`src/rtl/alu_serial_unit_pkg.sv`:
```
// Shared opcodes, saturation constants and FSM encoding for the serial ALU path.
package alu_serial_unit_pkg;

  localparam logic [3:0] OP_ADD    = 4'b0000;
  localparam logic [3:0] OP_SUB    = 4'b0001;
  localparam logic [3:0] OP_PADDSB = 4'b0111;

  localparam logic [15:0] SAT_POS16 = 16'h7FFF;
  localparam logic [15:0] SAT_NEG16 = 16'h8000;
  localparam logic [3:0]  SAT_POS4  = 4'h7;
  localparam logic [3:0]  SAT_NEG4  = 4'h8;

  typedef enum logic [1:0] {
    ST_IDLE,
    ST_CALC,
    ST_SAT,
    ST_DONE
  } state_e;

  function automatic logic op_is_legal(input logic [3:0] op);
    return (op == OP_ADD) || (op == OP_SUB) || (op == OP_PADDSB);
  endfunction

endpackage

```
`src/rtl/alu_serial_unit_if.sv`:
```
// Request/response bus between issue logic and the serial ALU.
interface alu_serial_unit_if;
  logic        in_valid;
  logic        in_ready;
  logic [15:0] A;
  logic [15:0] B;
  logic [3:0]  op;
  logic        out_valid;
  logic        out_ready;
  logic [15:0] out;
  logic [2:0]  flags;
  logic        err;

  modport master (
    output in_valid, A, B, op, out_ready,
    input  in_ready, out_valid, out, flags, err
  );

  modport slave (
    input  in_valid, A, B, op, out_ready,
    output in_ready, out_valid, out, flags, err
  );
endinterface

```
`src/rtl/alu_serial_unit_nibble_sat_adder.sv`:
```
// 4-bit adder with signed-overflow detect and a pre-saturated sum.
module nibble_sat_adder
  import alu_serial_unit_pkg::*;
(
  input  logic [3:0] a,
  input  logic [3:0] b,
  input  logic       cin,
  output logic [3:0] sum,
  output logic       cout,
  output logic       ovf,
  output logic [3:0] sat_sum
);

  logic [4:0] full;

  // Add, then clamp toward the operand sign when the signed result wraps
  always_comb begin
    full    = {1'b0, a} + {1'b0, b} + {4'b0000, cin};
    sum     = full[3:0];
    cout    = full[4];
    ovf     = (a[3] == b[3]) && (full[3] != a[3]);
    sat_sum = full[3:0];
    if (ovf) sat_sum = a[3] ? SAT_NEG4 : SAT_POS4;
  end

endmodule

```
`src/rtl/alu_serial_unit.sv`:
```
// Serial 16-bit ALU: one nibble per cycle through a shared 4-bit adder,
// followed by a saturation/flag stage and a held result handshake.
module alu_serial_unit
  import alu_serial_unit_pkg::*;
(
  input logic               clk,
  input logic               rst,
  alu_serial_unit_if.slave  bus
);

  state_e      state_q, state_d;
  logic [1:0]  cnt_q, cnt_d;
  logic        carry_q, carry_d;
  logic [15:0] a_q, a_d;
  logic [15:0] b_q, b_d;
  logic [3:0]  op_q, op_d;
  logic [15:0] res_q, res_d;
  logic        sat_any_q, sat_any_d;
  logic        ovf_neg_q, ovf_neg_d;
  logic [15:0] out_q, out_d;
  logic [2:0]  flags_q, flags_d;
  logic        err_q, err_d;
  logic        out_valid_q, out_valid_d;
  logic        in_ready_q, in_ready_d;

  logic [3:0]  a_nib, b_nib, sum_nib, sat_nib;
  logic        cin, cout, ovf;
  logic [15:0] sat_result;

  nibble_sat_adder u_adder (
    .a       (a_nib),
    .b       (b_nib),
    .cin     (cin),
    .sum     (sum_nib),
    .cout    (cout),
    .ovf     (ovf),
    .sat_sum (sat_nib)
  );

  // Select the active nibble and carry-in for the shared adder
  always_comb begin
    a_nib = a_q[3:0];
    b_nib = b_q[3:0];
    case (cnt_q)
      2'd0: begin a_nib = a_q[3:0];   b_nib = b_q[3:0];   end
      2'd1: begin a_nib = a_q[7:4];   b_nib = b_q[7:4];   end
      2'd2: begin a_nib = a_q[11:8];  b_nib = b_q[11:8];  end
      default: begin a_nib = a_q[15:12]; b_nib = b_q[15:12]; end
    endcase
    if (op_q == OP_SUB) b_nib = ~b_nib;
    if (op_q == OP_PADDSB)  cin = 1'b0;
    else if (cnt_q == 2'd0) cin = (op_q == OP_SUB);
    else                    cin = carry_q;
  end

  // Next-state, datapath and registered-output computation
  always_comb begin
    state_d     = state_q;
    cnt_d       = cnt_q;
    carry_d     = carry_q;
    a_d         = a_q;
    b_d         = b_q;
    op_d        = op_q;
    res_d       = res_q;
    sat_any_d   = sat_any_q;
    ovf_neg_d   = ovf_neg_q;
    out_d       = out_q;
    flags_d     = flags_q;
    err_d       = err_q;
    out_valid_d = out_valid_q;
    in_ready_d  = in_ready_q;

    // Whole-word clamp applies only to ADD/SUB; PADDSB nibbles were clamped as written
    sat_result = res_q;
    if (sat_any_q && (op_q != OP_PADDSB)) sat_result = ovf_neg_q ? SAT_NEG16 : SAT_POS16;

    case (state_q)
      ST_IDLE: begin
        if (bus.in_valid && in_ready_q) begin
          a_d        = bus.A;
          b_d        = bus.B;
          op_d       = bus.op;
          cnt_d      = '0;
          carry_d    = 1'b0;
          sat_any_d  = 1'b0;
          ovf_neg_d  = 1'b0;
          res_d      = '0;
          in_ready_d = 1'b0;
          if (op_is_legal(bus.op)) begin
            state_d = ST_CALC;
          end else begin
            state_d     = ST_DONE;
            out_d       = '0;
            flags_d     = '0;
            err_d       = 1'b1;
            out_valid_d = 1'b1;
          end
        end
      end
      ST_CALC: begin
        case (cnt_q)
          2'd0: res_d[3:0]   = (op_q == OP_PADDSB) ? sat_nib : sum_nib;
          2'd1: res_d[7:4]   = (op_q == OP_PADDSB) ? sat_nib : sum_nib;
          2'd2: res_d[11:8]  = (op_q == OP_PADDSB) ? sat_nib : sum_nib;
          default: res_d[15:12] = (op_q == OP_PADDSB) ? sat_nib : sum_nib;
        endcase
        carry_d = cout;
        if (op_q == OP_PADDSB) begin
          sat_any_d = sat_any_q | ovf;
        end else if (cnt_q == 2'd3) begin
          sat_any_d = ovf;
          ovf_neg_d = a_nib[3];
        end
        cnt_d = cnt_q + 2'd1;
        if (cnt_q == 2'd3) state_d = ST_SAT;
      end
      ST_SAT: begin
        out_d       = sat_result;
        flags_d     = {(sat_result == 16'h0000), sat_any_q, sat_result[15]};
        err_d       = 1'b0;
        out_valid_d = 1'b1;
        state_d     = ST_DONE;
      end
      default: begin
        if (bus.out_ready) begin
          out_valid_d = 1'b0;
          in_ready_d  = 1'b1;
          state_d     = ST_IDLE;
        end
      end
    endcase
  end

  // FSM and datapath registers with synchronous reset
  always_ff @(posedge clk) begin
    if (rst) begin
      state_q     <= ST_IDLE;
      cnt_q       <= '0;
      carry_q     <= 1'b0;
      a_q         <= '0;
      b_q         <= '0;
      op_q        <= '0;
      res_q       <= '0;
      sat_any_q   <= 1'b0;
      ovf_neg_q   <= 1'b0;
      out_q       <= '0;
      flags_q     <= '0;
      err_q       <= 1'b0;
      out_valid_q <= 1'b0;
      in_ready_q  <= 1'b1;
    end else begin
      state_q     <= state_d;
      cnt_q       <= cnt_d;
      carry_q     <= carry_d;
      a_q         <= a_d;
      b_q         <= b_d;
      op_q        <= op_d;
      res_q       <= res_d;
      sat_any_q   <= sat_any_d;
      ovf_neg_q   <= ovf_neg_d;
      out_q       <= out_d;
      flags_q     <= flags_d;
      err_q       <= err_d;
      out_valid_q <= out_valid_d;
      in_ready_q  <= in_ready_d;
    end
  end

  assign bus.in_ready  = in_ready_q;
  assign bus.out_valid = out_valid_q;
  assign bus.out       = out_q;
  assign bus.flags     = flags_q;
  assign bus.err       = err_q;

endmodule

```
`src/flat_wrapper.sv`:
```
// flat-port wrapper written by rule: the top's interface ports become plain ports
module alu_serial_unit_flat import alu_serial_unit_pkg::*;
  (clk, rst, bus_in_valid, bus_A, bus_B, bus_op, bus_out_ready, bus_in_ready, bus_out_valid, bus_out, bus_flags, bus_err);
  alu_serial_unit_if bus_i ();
  input logic clk;
  input logic rst;
  input wire logic [$bits(bus_i.in_valid)-1:0] bus_in_valid;
  input wire logic [$bits(bus_i.A)-1:0] bus_A;
  input wire logic [$bits(bus_i.B)-1:0] bus_B;
  input wire logic [$bits(bus_i.op)-1:0] bus_op;
  input wire logic [$bits(bus_i.out_ready)-1:0] bus_out_ready;
  output wire logic [$bits(bus_i.in_ready)-1:0] bus_in_ready;
  output wire logic [$bits(bus_i.out_valid)-1:0] bus_out_valid;
  output wire logic [$bits(bus_i.out)-1:0] bus_out;
  output wire logic [$bits(bus_i.flags)-1:0] bus_flags;
  output wire logic [$bits(bus_i.err)-1:0] bus_err;
  assign bus_i.in_valid = bus_in_valid;
  assign bus_i.A = bus_A;
  assign bus_i.B = bus_B;
  assign bus_i.op = bus_op;
  assign bus_i.out_ready = bus_out_ready;
  assign bus_in_ready = bus_i.in_ready;
  assign bus_out_valid = bus_i.out_valid;
  assign bus_out = bus_i.out;
  assign bus_flags = bus_i.flags;
  assign bus_err = bus_i.err;
  alu_serial_unit u_core (.clk(clk), .rst(rst), .bus(bus_i));
endmodule
```
`config.mk`:
```
export PLATFORM = sky130hd
export DESIGN_NAME = alu_serial_unit_flat
export DESIGN_NICKNAME = d
export VERILOG_FILES = /design/src/rtl/alu_serial_unit_pkg.sv /design/src/rtl/alu_serial_unit_if.sv /design/src/rtl/alu_serial_unit_nibble_sat_adder.sv /design/src/rtl/alu_serial_unit.sv /design/src/flat_wrapper.sv
export SDC_FILE = /design/constraint.sdc
export NUM_CORES = 1
export LEC_CHECK = 0
export CORE_MARGIN = 2
export CORE_UTILIZATION = 25
export DETAILED_ROUTE_END_ITERATION = 8
export GPL_TIMING_DRIVEN = 0
export MAX_ROUTING_LAYER = met4
export PLACE_DENSITY = 0.48
export SLEW_MARGIN = 40
export SYNTH_ARGS = -nofsm -noshare
export SYNTH_HDL_FRONTEND = slang
export SYNTH_SLANG_ARGS = --single-unit
```
`constraint.sdc`:
```
create_clock -name clk -period 8 [get_ports clk]
set_input_delay 1.2 -clock clk [delete_from_list [all_inputs] [get_ports clk]]
set_output_delay 1.2 -clock clk [all_outputs]
set_load 0.05 [all_outputs]
```
==> impl_metrics.toml, run 1 <==
[die]
die_w_um = 125.8
fp-row-count = 44
fp.coreArea_um2 = 14530
io_pins = 62
die_y_um = 125.8
dieArea_um2 = 15810
initial_utilization_pct = 25.50

[sta]
clock_skew_ns = 0.003545
rsz0062_at_grt = "false"
finalHoldViolations = 0
slew_headroom_pct = 60.68
period_share_pct = 51.74
min_period_ns = 4.140
tightest_slew_ns = 0.5845
max_freq_ghz = 0.2416
whs_ns = 0.4438
setup_viol_count_final = 0
slew_viol_final = 0
timing.setup.tns_ns = 0

[synth]
yosys-top-cells-area = "dfxtp_1, nand2_1, a21oi_1, o21ai_0, ha_1"
syn_area_um2 = 3706
yosysMostFrequentCell = "nand2_1"
syn_avg_cell_area_um2 = 8.217
synth_cell_type_count = 57
yosys.area.top_type = "dfxtp_1"
ys_seq_area_share_pct = 43.21
synth_cells = 451
synthArstFlopShare_pct = 0
synth-edff-count = 0
yosys.area.top_type_share_pct = 43.21
yosys-top-cells-count = "nand2_1, dfxtp_1, a21oi_1"
synth_ff_type = "dfxtp_1"
synth_fp_nets = 505
ys_ff_latch = 80
ys_warn_count = 0

[power]
power.share.sequential_pct = 35.3
clock_power_share_pct = 25.9
p_sw_share_pct = 38.30
power_density_nw_per_um2 = 299.7
p_switching_uw = 550.7
p_int_uw = 887.1
pwr-share-comb_pct = 38.8
p_leak_uw = 0.001731
peakVddDrop_mv = 0.1151

[placed_design]
io_buffers = 59
hpwl_um = 7665
gp_congestion = 0.8401

[clock_tree]
post-cts-setup-buffer-count = 0
clkTransAtPathRegs_ns = 0.06
tritoncts = "built"
cts-hold-fix-buffers = 0
clock_latency_ns = 0.34
htreeDepth = 3
numCtsBuffers = 9
clock_sinks = 80
cts_resized = 0
root_buffer = "clkbuf_16"
clockBufferDepth = 2

[critical_path]
worst_setup_path_start_kind = "flop"
path_cells = "inv_1 > ha_1 > clkbuf_1 > a222oi_1 > a21oi_1 > xor2_1 > ha_1 > a21o_1 > a21o_1 > fa_1 > or3_1 > o21ai_0 > o21ai_0"
timing_worst_setup_path_type = "reg2reg"
worstPathRequired_ns = 8.21
slowest_stage = "fa_1"
r2r-start = "u_core.cnt_q[0]"
crit_arrival_ns = 4.35
slowest_delay_ns = 0.52
critPathLaunch = "u_core.cnt_q[0]"
crit_fanout = 10
endpoint_kind = "flop"

[route]
via_per_inst = 4.723
vias = 3339
firstDrtPassIters = 5
ant_nets = 0
drc = 0
wl_per_cell_um = 14.36
drtIter0Drc = 269
totalWireLength_um = 10150

[outcome]
status = "completed"

[grt]
antenna_found_initial = 0
grt_pass1_wl_um = 16460
grt_pass1_vias = 3248
overflow = 0
grt_start_max_net_pins = 12
grt_usage_pct = 13.64

[cells_and_area]
nets = 575
diodes = 0
area_growth_pct = 29.44
drive_gt1_share_pct = 5.354

[job]
cap_violations = 0

[hold_path]
min-delay-start = "u_core.bus.out[0]"
min_path_type = "reg2reg"
==> metrics by stage <==
stage	util [%]	cell area, um^2	total power (uW)	setup slack, ns	std cells
finish	33.01	4797	1438	3.861	707
floorplan	-	3706	898.2	4.532	451
global placement	31.15	4527	1066	3.936	694
detailed placement	31.21	4536	1076	3.963	694
CTS	33.01	4797	1457	3.939	707
global route	33.01	4797	1538	3.623	707
==> logic make-up after synthesis <==
logic type	after synthesis	share of synthesized area, %
and+or+nand+nor	171	21.81
AOI/OAI and AO/OA	131	22.08
muxes	4	1.114
xor gates and xnor gates	6	1.418
buffers and inverters	45	5.030
DFF	80	43.21
adders and majority gates	14	5.334
==> critical path, delay by kind of cell, from the launching register on <==
family,cells,cell delay [ns]
AO/OA/AOI/OAI,6,1.56
adder cells (fa/ha/maj),3,0.99
AND/OR/NAND/NOR,1,0.46
buffers and inverters,2,0.36
flip-flops,1,0.37
XOR/XNOR,1,0.27
==> final timing paths <==
kind | end | slack (ns) | cells after the start
setup / recovery | u_core.res_q[1] | 3.86 | 13
hold / removal | u_core.bus.out[0] | 0.44 | 2
setup reg to reg | u_core.res_q[1] | 3.86 | 13
hold reg to reg | u_core.bus.out[0] | 0.44 | 2
==> registers in the layout, summed over array words and instances (netlist names) <==
name                  count
u_core.a_q               16
u_core.b_q               16
u_core.res_q             16
u_core.bus.out           15
u_core.op_q               4
u_core.bus.flags          3
u_core.cnt_q              2
u_core.state_q            2
u_core.bus.err            1
u_core.bus.in_ready       1
u_core.bus.out_valid      1
u_core.carry_q            1
u_core.ovf_neg_q          1
u_core.sat_any_q          1
==> placed cells by master (no fill, tap or decap), types with 7 or more instances in the layout <==
cell type	synthesis	final
clkbuf_16	0	9
o21ai_0	34	34
nand3b_1	13	13
nand2_1	95	95
inv_1	17	17
dfxtp_1	80	80
a21oi_1	53	53
nor2_1	25	25
clkbuf_1	18	19
a222oi_1	7	7
clkdlybuf4s50_1	0	59
ha_1	11	11
==> layout make-up <==
type | instances | area (um^2)
clock buffer | 12 | 256.5
sequential | 80 | 1602
tap | 184 | 230.2
multi-input combinational | 326 | 1927
buffer | 28 | 122.6
timing repair buffer | 59 | 590.6
inverter | 17 | 63.81
fill | 1574 | 9737
clock inverter | 1 | 5.005
==> power by group through the flow <==
stage / clock [uW] / combinational [uW] / sequential (uW)
2_1_floorplan: 0 / 362 / 536
3_3_place_gp: 0 / 553 / 513
3_5_place_dp: 0 / 560 / 516
4_1_cts: 387 / 562 / 507
5_1_grt: 401 / 622 / 516
6_report: 373 / 557 / 508
==> layer usage <==
metal | up-vias | wire length [um] | GRT usage [%]
met3 | 11 | 449 | 4.121
met4 | 0 | 138 | 4.072
met5 | - | 0 | -
met1 | 1544 | 4795 | 16.42
li1 | 1719 | - | -
met2 | 65 | 4769 | 22.10
Note: power is estimated with default switching activity, not from simulation.
==> run 2: changes to the inputs <==
PLACE_DENSITY = 0.49   (was 0.48)
clock period = 3.8 ns   (was 8 ns; I/O delays follow)
==> run 2 against run 1 <==
  * Final cell count is 0.28% higher
  * Sequential share of layout area shrank 0.57 points
  * Routed wire length is 0.66% lower
  * First-iteration DRC count up 5.6%
  * Non-clock buffer count is the same
  * Clock skew up 0.0049 ns
  * Register-to-register slack worse by 3.7 ns
  * Global-route usage down 0.15 points
==> impl_metrics.toml, run 2 (synthesized netlist as in run 1, its figures left out) <==
[outcome]
status = "completed"

[grt]
grt_pass1_vias = 3271
grt_pass1_wl_um = 16640
grt_start_max_net_pins = 17
overflow = 0
grt_usage_pct = 13.49
antenna_found_initial = 0

[sta]
period_share_pct = 95.08
rsz0062_at_grt = "false"
clock_skew_ns = 0.008427
slew_viol_final = 0
max_freq_ghz = 0.2768
min_period_ns = 3.613
setup_viol_count_final = 0
finalHoldViolations = 0
layout_setup_ws_ns = 0.1871
tightest_slew_ns = 0.6344
slew_headroom_pct = 57.62

[route]
drc = 0
ant_nets = 0
firstDrtPassIters = 5
vias = 3362
totalWireLength_um = 10090
drtIter0Drc = 284
wl_per_cell_um = 14.22
via_per_inst = 4.742

[cells_and_area]
nets = 575
final_common_cell = "nand2_1"
post-route-util_pct = 33.63
final_cells = 709
mostFrequentLayoutCells = "nand2_1, dfxtp_1, clkdlybuf4s50_1"
biggestRegsByFlops = "u_core.a_q (16), u_core.b_q (16), u_core.res_q (16)"
drive_gt1_share_pct = 8.381
area_growth_pct = 31.90
diodes = 0

[critical_path]
crit_arrival_ns = 3.81
path_cells = "inv_1 > ha_2 > a222oi_1 > a21oi_1 > xnor2_1 > fa_1 > inv_1 > a21o_1 > a21o_1 > fa_2 > or3_4 > o211ai_1 > o32ai_1"
endpoint_kind = "flop"
slowest_stage = "fa_2"
crit_family = "adder cells"
timing_worst_setup_path_type = "reg2reg"
crit_buf_inv = 2
r2r-start = "u_core.cnt_q[0]"
crit_fanout = 9
worstPathRequired_ns = 4.00
r2r-end = "u_core.res_q[13]"
r2r_setup_slack_ns = 0.19
slowest_delay_ns = 0.48
worst_setup_path_start_kind = "flop"
reg2reg_depth = 13

[placed_design]
place_inst = 694
pre_cts_ws_ns = -0.2621
hpwl_um = 7600
gp_congestion = 0.8515
io_buffers = 59

[power]
power_uw = 3130
power_density_nw_per_um2 = 640.2
peakVddDrop_mv = 0.2436
p_leak_uw = 0.001763

[die]
io_pins = 62
die_y_um = 125.8
fp-row-count = 44
die_w_um = 125.8
fp.coreArea_um2 = 14530
initial_utilization_pct = 25.50
dieArea_um2 = 15810

[hold_path]
min_path_type = "reg2reg"
min-delay-start = "u_core.bus.out[0]"
hold_depth = 2
min_to = "u_core.bus.out[0]"

[job]
cap_violations = 0

[clock_tree]
clkTransAtPathRegs_ns = 0.06
cts-hold-fix-buffers = 0
htreeDepth = 3
tritoncts = "built"
clock_latency_ns = 0.34
numCtsBuffers = 9
clock_sinks = 80
clockBufferDepth = 2
root_buffer = "clkbuf_16"
## run 2: changes by cell type in the layout (fill, tap and decap cells not counted), moves of 2 or more
cell / before / now
buf_4: 1 / 5
clkbuf_1: 19 / 15
clkinv_2: 1 / 3
dfxtp_1: 80 / 78
dfxtp_2: 0 / 2
ha_1: 11 / 8
ha_4: 0 / 2
o21ai_0: 34 / 31
o21ai_1: 1 / 4
## run 2: final cells by class
class / count / area, um^2
inverter: 17 / 67.56
clock buffer: 11 / 242.7
multi-input combinational: 326 / 1971
fill: 1577 / 9646
clock inverter: 4 / 45.04
buffer: 24 / 107.6
tap: 184 / 230.2
sequential: 80 / 1604
timing repair buffer: 63 / 620.6
## run 2: timing repair
item	in CTS	in global routing
setup buffers	1	3
endpoints found under the setup margin	12	12
pin swaps	2	2
gates resized for setup	4	12
## run 2: per-layer routing
metal  global-route usage (%)  vias to the layer above  share of wire, %
met3                    3.356                        7               4.7
met4                    4.331                        0               1.2
met5                        -                        -                 0
li1                         -                     1726                 -
met2                    21.75                       82                47
met1                    16.64                     1547                47
## run 2: metrics by stage
stage	area, um^2	TNS [ns]	hold WS [ns]
floorplan	3706	0	0.4332
detailed placement	4527	-2.425	0.4431
finish	4888	0	0.4444
global placement	4527	-2.149	0.4356
global route	4888	0	0.4749
CTS	4812	0	0.4508
## run 2: how the worst max path moves through the flow
| stage | endpoint | cells past startpoint | from | slack (ns) |
|---|---|---|---|---|
| 2_1_floorplan | u_core.res_q[12] | 14 | u_core.cnt_q[0] | 0.33 |
| 3_3_place_gp | u_core.res_q[0] | 13 | u_core.cnt_q[0] | -0.25 |
| 3_5_place_dp | u_core.res_q[0] | 13 | u_core.cnt_q[0] | -0.26 |
| 4_1_cts | u_core.res_q[13] | 13 | u_core.cnt_q[1] | 0.02 |
| 5_1_grt | u_core.res_q[13] | 13 | u_core.cnt_q[0] | 0.03 |
| 6_report | u_core.res_q[13] | 13 | u_core.cnt_q[0] | 0.19 |
## run 2: worst min-delay path: cells and delay by family (launching register included)
family,cells,cell delay (ns)
compound gates,1,0.05
flops,1,0.31
simple gates,1,0.05
## run 2: report_power, final
part           internal, uW  switching (uW)  leakage [uW]
registers               978            94.8      0.000651
clock network           520             328      0.000145
logic                   456             753      0.000967
total                  1950            1180       0.00176
==> edit 1: new RTL, config.mk and constraints of run 1 <==
Take the reset off `a_q` and load it in a clocked block of its own.
--- a/src/rtl/alu_serial_unit.sv
+++ b/src/rtl/alu_serial_unit.sv
@@ -137,7 +137,6 @@
       state_q     <= ST_IDLE;
       cnt_q       <= '0;
       carry_q     <= 1'b0;
-      a_q         <= '0;
       b_q         <= '0;
       op_q        <= '0;
       res_q       <= '0;
@@ -152,7 +151,6 @@
       state_q     <= state_d;
       cnt_q       <= cnt_d;
       carry_q     <= carry_d;
-      a_q         <= a_d;
       b_q         <= b_d;
       op_q        <= op_d;
       res_q       <= res_d;
@@ -166,6 +164,10 @@
     end
   end
 
+  always_ff @(posedge clk) begin
+    a_q <= a_d;
+  end
+
   assign bus.in_ready  = in_ready_q;
   assign bus.out_valid = out_valid_q;
   assign bus.out       = out_q;
Formal check against the unedited RTL: no difference found for any inputs over 10 cycles, from zero or initial values and one cycle with rst high; that may be too few to reach the edited logic, so the function may still have changed.
==> edit 1 against run 1 <==
  * Critical path depth unchanged
  * Clock power rose by 14%
  * Sequential cell count stayed put
  * Area after synthesis fell by 3.2%
  * Setup slack worse by 0.043 ns
  * Total power increased by 6.7%
  * Sequential power up 3%
  * Sequential share of layout area up 3.8 points
  * Combinational power rose by 5.4%
  * Routed wire length fell by 9.3%
  * Die area fell by 3.1%
  * Via count decreased by 13%
  * Cell area is 1.4% lower
==> edit 1: results (changes against run 1) <==
** Place
- The placed wire-length estimate came to 6960 um (-9.2%).
- The port buffer count came to 61 (+3.4%).
- The final RePlAce weighted congestion was 0.796 (-5.3%).
- Instance count after placement with tap cells included :: 597 (-14%)

** Final layout
- Final std cells w/o fill :: 612 (-13%)
- The net count reported at finish is 482 (-16%).
- Share of final-layout standard cells stronger than drive strength 1 :: 0.0880 (+0.0344)
- The layout filler cell count was 1,440 (-8.5%).

** Timing
- Final setup skew :: 0.00555 ns (+0.00201 ns)
- Pin slew with the least headroom to its limit :: 0.766 ns (+0.181 ns)

** Power
- Internal Pwr Total :: 964 uW (+8.7%)
- Lkg Pwr :: 0.00170 uW (-1.7%)
- Worst-case vdd ir drop :: 128 uV (+11%)

** Yosys
- Nets in the synthesized netlist :: 410 (-19%)
- The part of the Yosys area used for sequential elements came to 0.491 (+0.0588).
- The distinct cell type count of the synthesized netlist came to 54 (-5.3%).
- Synth area leaders :: dfxtp_1, edfxtp_1, a21oi_1
- Ranked by instance count, the synthesized netlist is headed by dfxtp_1, nand2_1, a21oi_1, nor2_1, o2bb2ai_1.
- The synthesized instance count came to 356 (-21%).
- The number of enable-type register cells in the synthesized netlist is 16 (+16).

** Route
- Total routed wirelength :: 9210 um (-9.3%)
- The number of DRC violations after detailed-routing iteration 0 is 120 (-55%).
- Via density per instance :: 4.77 (+0.92%)
- The count of TritonRoute iterations in the first routing pass is 4 (-1).

** Status
- Run status :: completed

** Min path
- Hold/Removal Path Class :: reg2reg

** GRT
- Global-route wire length before repair :: 15,100 um (-8.3%)
- Pin count of the biggest net entering global routing :: 26 (+14)
- Vias in the first global route :: 2,912 (-10%)
- Total track usage :: 0.134 (-0.00243)

** Clocking
- The post-CTS setup buffer count was 0 (unchanged).
- The number of buffers inserted during clock tree synthesis came to 9 (unchanged).
- CTS resizes :: 0 (unchanged)

** Worst setup path
- Worst path max stage delay :: 0.58 ns (+0.06 ns)
- The maximum fanout along the worst path came to 10 (unchanged).
- Arr. time, crit path :: 4.47 ns (+0.12 ns)
edit 1: cell types whose count changed in the layout (fill, tap and decap cells not counted), moves of 5 or more:
cell | run 1 | this run
nand3b_1 | 13 | 1
o21ai_0 | 34 | 8
dfxtp_1 | 80 | 64
a32o_1 | 1 | 14
o2bb2ai_1 | 0 | 18
nand2_1 | 95 | 49
clkbuf_1 | 19 | 11
edfxtp_1 | 0 | 16
a21oi_1 | 53 | 46
o32ai_1 | 5 | 0
edit 1: final cells by class:
type	instances	area share
clock buffer	12	0.0566
tap	180	0.0476
sequential	80	0.372
buffer	19	0.0201
timing repair buffer	61	0.129
multi-input combinational	243	0.355
inverter	14	0.0111
clock inverter	3	0.00846
edit 1: through the flow:
step	area [um2]	utilization	hold slack, ns	power [uW]	setup WS, ns
3_3_place_gp	4420	0.318	0.443	1110	3.84
6_report	4730	0.340	0.450	1530	3.82
5_1_grt	4730	0.340	0.475	1630	3.50
4_1_cts	4730	0.340	0.455	1550	3.78
2_1_floorplan	3590	-	0.433	942	4.46
3_5_place_dp	4420	0.318	0.446	1120	3.82
edit 1: logic make-up after synthesis:
group,Yosys count,synth area share
multiplexers,4,0.0122
buffers and inverters,33,0.0411
XOR/XNOR,7,0.0171
flip-flops,80,0.491
AO/OA/AOI/OAI,118,0.254
AND/OR/NAND/NOR,100,0.129
adder cells (fa/ha/maj),14,0.0551
edit 1: path summary, 6_finish.rpt:
kind	start	to	slack, ns	cells past startpoint
setup / recovery	u_core.cnt_q[0]	u_core.res_q[4]	3.82	13
hold / removal	u_core.b_q[14]	u_core.b_q[14]	0.45	2
setup reg to reg	u_core.cnt_q[0]	u_core.res_q[4]	3.82	13
hold reg to reg	u_core.b_q[14]	u_core.b_q[14]	0.45	2
edit 1: routing by layer:
metal / global-route usage / wire length [um] / up-vias
met5: - / 0 / -
met4: 0.0469 / 140 / 0
met3: 0.0357 / 381 / 13
met2: 0.208 / 4330 / 68
met1: 0.169 / 4360 / 1372
li1: - / - / 1464
edit 1: power groups by stage:
stage,sequential [uW],combinational [uW],clock (uW)
after global placement,530,584,0
after global routing,532,650,449
after detailed placement,532,587,0
after floorplan,550,392,0
final,522,587,425
after CTS,523,591,432
edit 1: worst reg2reg max path: cells and delay by family (launching register included):
kind            cells  cell delay, ns
flops               1            0.35
fa+ha+maj           3            1.12
xor+xnor            1            0.28
compound gates      6            1.60
buf+inv             2            0.62
simple gates        1            0.14
==> edit 2: new RTL, flow settings as in run 1 <==
Made on the original files. The 4 states of `state_e` get a Gray code encoding in 2 bits.
--- a/src/rtl/alu_serial_unit_pkg.sv
+++ b/src/rtl/alu_serial_unit_pkg.sv
@@ -11,10 +11,10 @@
   localparam logic [3:0]  SAT_NEG4  = 4'h8;
 
   typedef enum logic [1:0] {
-    ST_IDLE,
-    ST_CALC,
-    ST_SAT,
-    ST_DONE
+    ST_IDLE = 2'b00,
+    ST_CALC = 2'b01,
+    ST_SAT  = 2'b11,
+    ST_DONE = 2'b10
   } state_e;
 
   function automatic logic op_is_legal(input logic [3:0] op);
Function: no difference found for any inputs over 10 cycles, from zero or initial values and one cycle with rst high; not proved beyond that.
==> edit 2 against run 1 <==
  * Global-route usage down 0.35 points
  * Total power fell by 14%
  * Area after synthesis increased by 0.17%
  * Sequential share of layout area decreased by 0.20 points
  * Largest cell class unchanged
  * Routed wire length fell by 1.7%
  * Via count down 1.4%
  * Utilization up 0.20 points
  * Largest power group is now sequential cells
  * Cell area up 0.60%
  * Sequential power fell by 8.9%
  * Sequential cell count is the same
  * Setup slack gained 0.041 ns
==> edit 2: results (changes against run 1) <==
** GRT
- The met1 track demand over resource in global routing is 0.161 (-0.00355).
- The first-pass GRT wire length is 16,200 um (-1.3%).
- The met2 demand-to-capacity share in global routing came to 0.212 (-0.00922).
- The overall fraction of global-route tracks in use is 0.133 (-0.00354).
- The maximum number of pins on one net before global-route repair was 13 (+1).
- Met3 Use GR :: 0.0382 (-0.00297)

** Place
- The final RePlAce weighted congestion came to 0.794 (-5.5%).
- The worst setup slack after placement is 3.98 ns (+0.0208 ns).
- The instance count after placement with tap cells included is 680 (-2.0%).
- The placed wire-length estimate was 7510 um (-2.0%).
- The port buffer count came to 61 (+3.4%).

** Final layout
- The net count reported at finish was 561 (-2.4%).
- Share of final-layout standard cells stronger than drive strength 1 :: 0.0920 (+0.0384)

** Route
- The sum of met3 wire segment lengths after detailed routing was 445 um (-0.89%).
- Iteration-0 DRC count of the detailed router :: 170 (-37%)
- Total routed wirelength :: 9980 um (-1.7%)
- The via total after detailed routing came to 3,293 (-1.4%).
- The routed length on met1 was 4750 um (-0.90%).
- Met2 WL post-DR :: 4630 um (-2.9%)

** Yosys
- The distinct cell type count of the synthesized netlist is 53 (-7.0%).
- The mean cell area of the mapped netlist came to 8.53 um2 (+3.9%).
- The part of the Yosys area used for sequential elements came to 0.431 (-0.000728).
- Counting instances in the post-synthesis netlist gives the leading cell types as nand2_1, dfxtp_1, a21oi_1, nor2_1.
- Nets in the synthesized netlist :: 489 (-3.2%)
- Synth area leaders :: dfxtp_1, nand2_1, a21oi_1

** Power
- The peak supply drop was 105 uV (-8.7%).
- Lkg Pwr :: 0.00177 uW (+2.3%)

** Worst setup path
- The arrival time of the worst setup path is 4.30 ns (-0.05 ns).
- The minimum setup slack among reg-to-reg paths was 3.90 ns (+0.04 ns).
- Worst setup path endpoint :: u_core.res_q[8]

** Timing
- Share of the clock period used by the worst path after layout :: 0.512 (-0.00508)
- Final setup skew :: 0.00873 ns (+0.00518 ns)
- The worst hold slack is 0.452 ns (+0.00837 ns).
- The relative slew slack is 0.492 (-0.115).

** Status
- The flow ran to the end, and the final reports show no timing, DRC or antenna violations.

** Min path
- Worst Hold Launch :: u_core.b_q[2]
-- edit 2: changes by cell type in the layout (fill, tap and decap cells not counted), sizes merged, moves of 11 or more --
cell	change
nand2	-11
nand3b	-13
o21ai	-17
nand3	+13
o2bb2ai	+18
-- edit 2: per-stage QoR --
| stage | total power [uW] | area [um2] | utilization |
|---|---|---|---|
| floorplan | 743 | 3710 | - |
| global placement | 857 | 4550 | 0.313 |
| detailed placement | 863 | 4550 | 0.313 |
| CTS | 1250 | 4830 | 0.332 |
| global route | 1310 | 4830 | 0.332 |
| finish | 1230 | 4830 | 0.332 |
-- edit 2: cell type report --
cell class                      instances  area (um2)  area share
Multi-Input combinational cell        311        1890       0.392
Sequential cell                        80        1600       0.332
Timing Repair Buffer                   61         611       0.127
Clock buffer                           11         253      0.0524
Tap cell                              184         230      0.0477
Buffer                                 29         164      0.0340
Inverter                               15        56.3      0.0117
Clock inverter                          4        20.0     0.00415
-- edit 2: kinds of logic (layout without fill, tap and decap cells) --
kind of cell | Yosys count | after routing | synth area share
AND/OR/NAND/NOR | 154 | 154 | 0.188
AO/OA/AOI/OAI | 131 | 131 | 0.237
flip-flops | 80 | 80 | 0.431
buffers and inverters | 44 | 120 | 0.0593
adder cells (fa/ha/maj) | 14 | 14 | 0.0533
XOR/XNOR | 7 | 7 | 0.0165
multiplexers | 5 | 5 | 0.0145
-- edit 2: where the power goes --
group | internal (uW) | switching, uW
sequential | 438 | 25.0
clock | 223 | 157
combinational | 153 | 237
total | 814 | 418
-- edit 2: critical path: cells and delay by family, from the launching register on --
family                     cells  cell delay [ns]
adders and majority gates      3             1.04
xor gates and xnor gates       1             0.28
AOI/OAI and AO/OA              6             1.64
DFF                            1             0.39
buffers and inverters          2             0.38
and+or+nand+nor                1             0.20
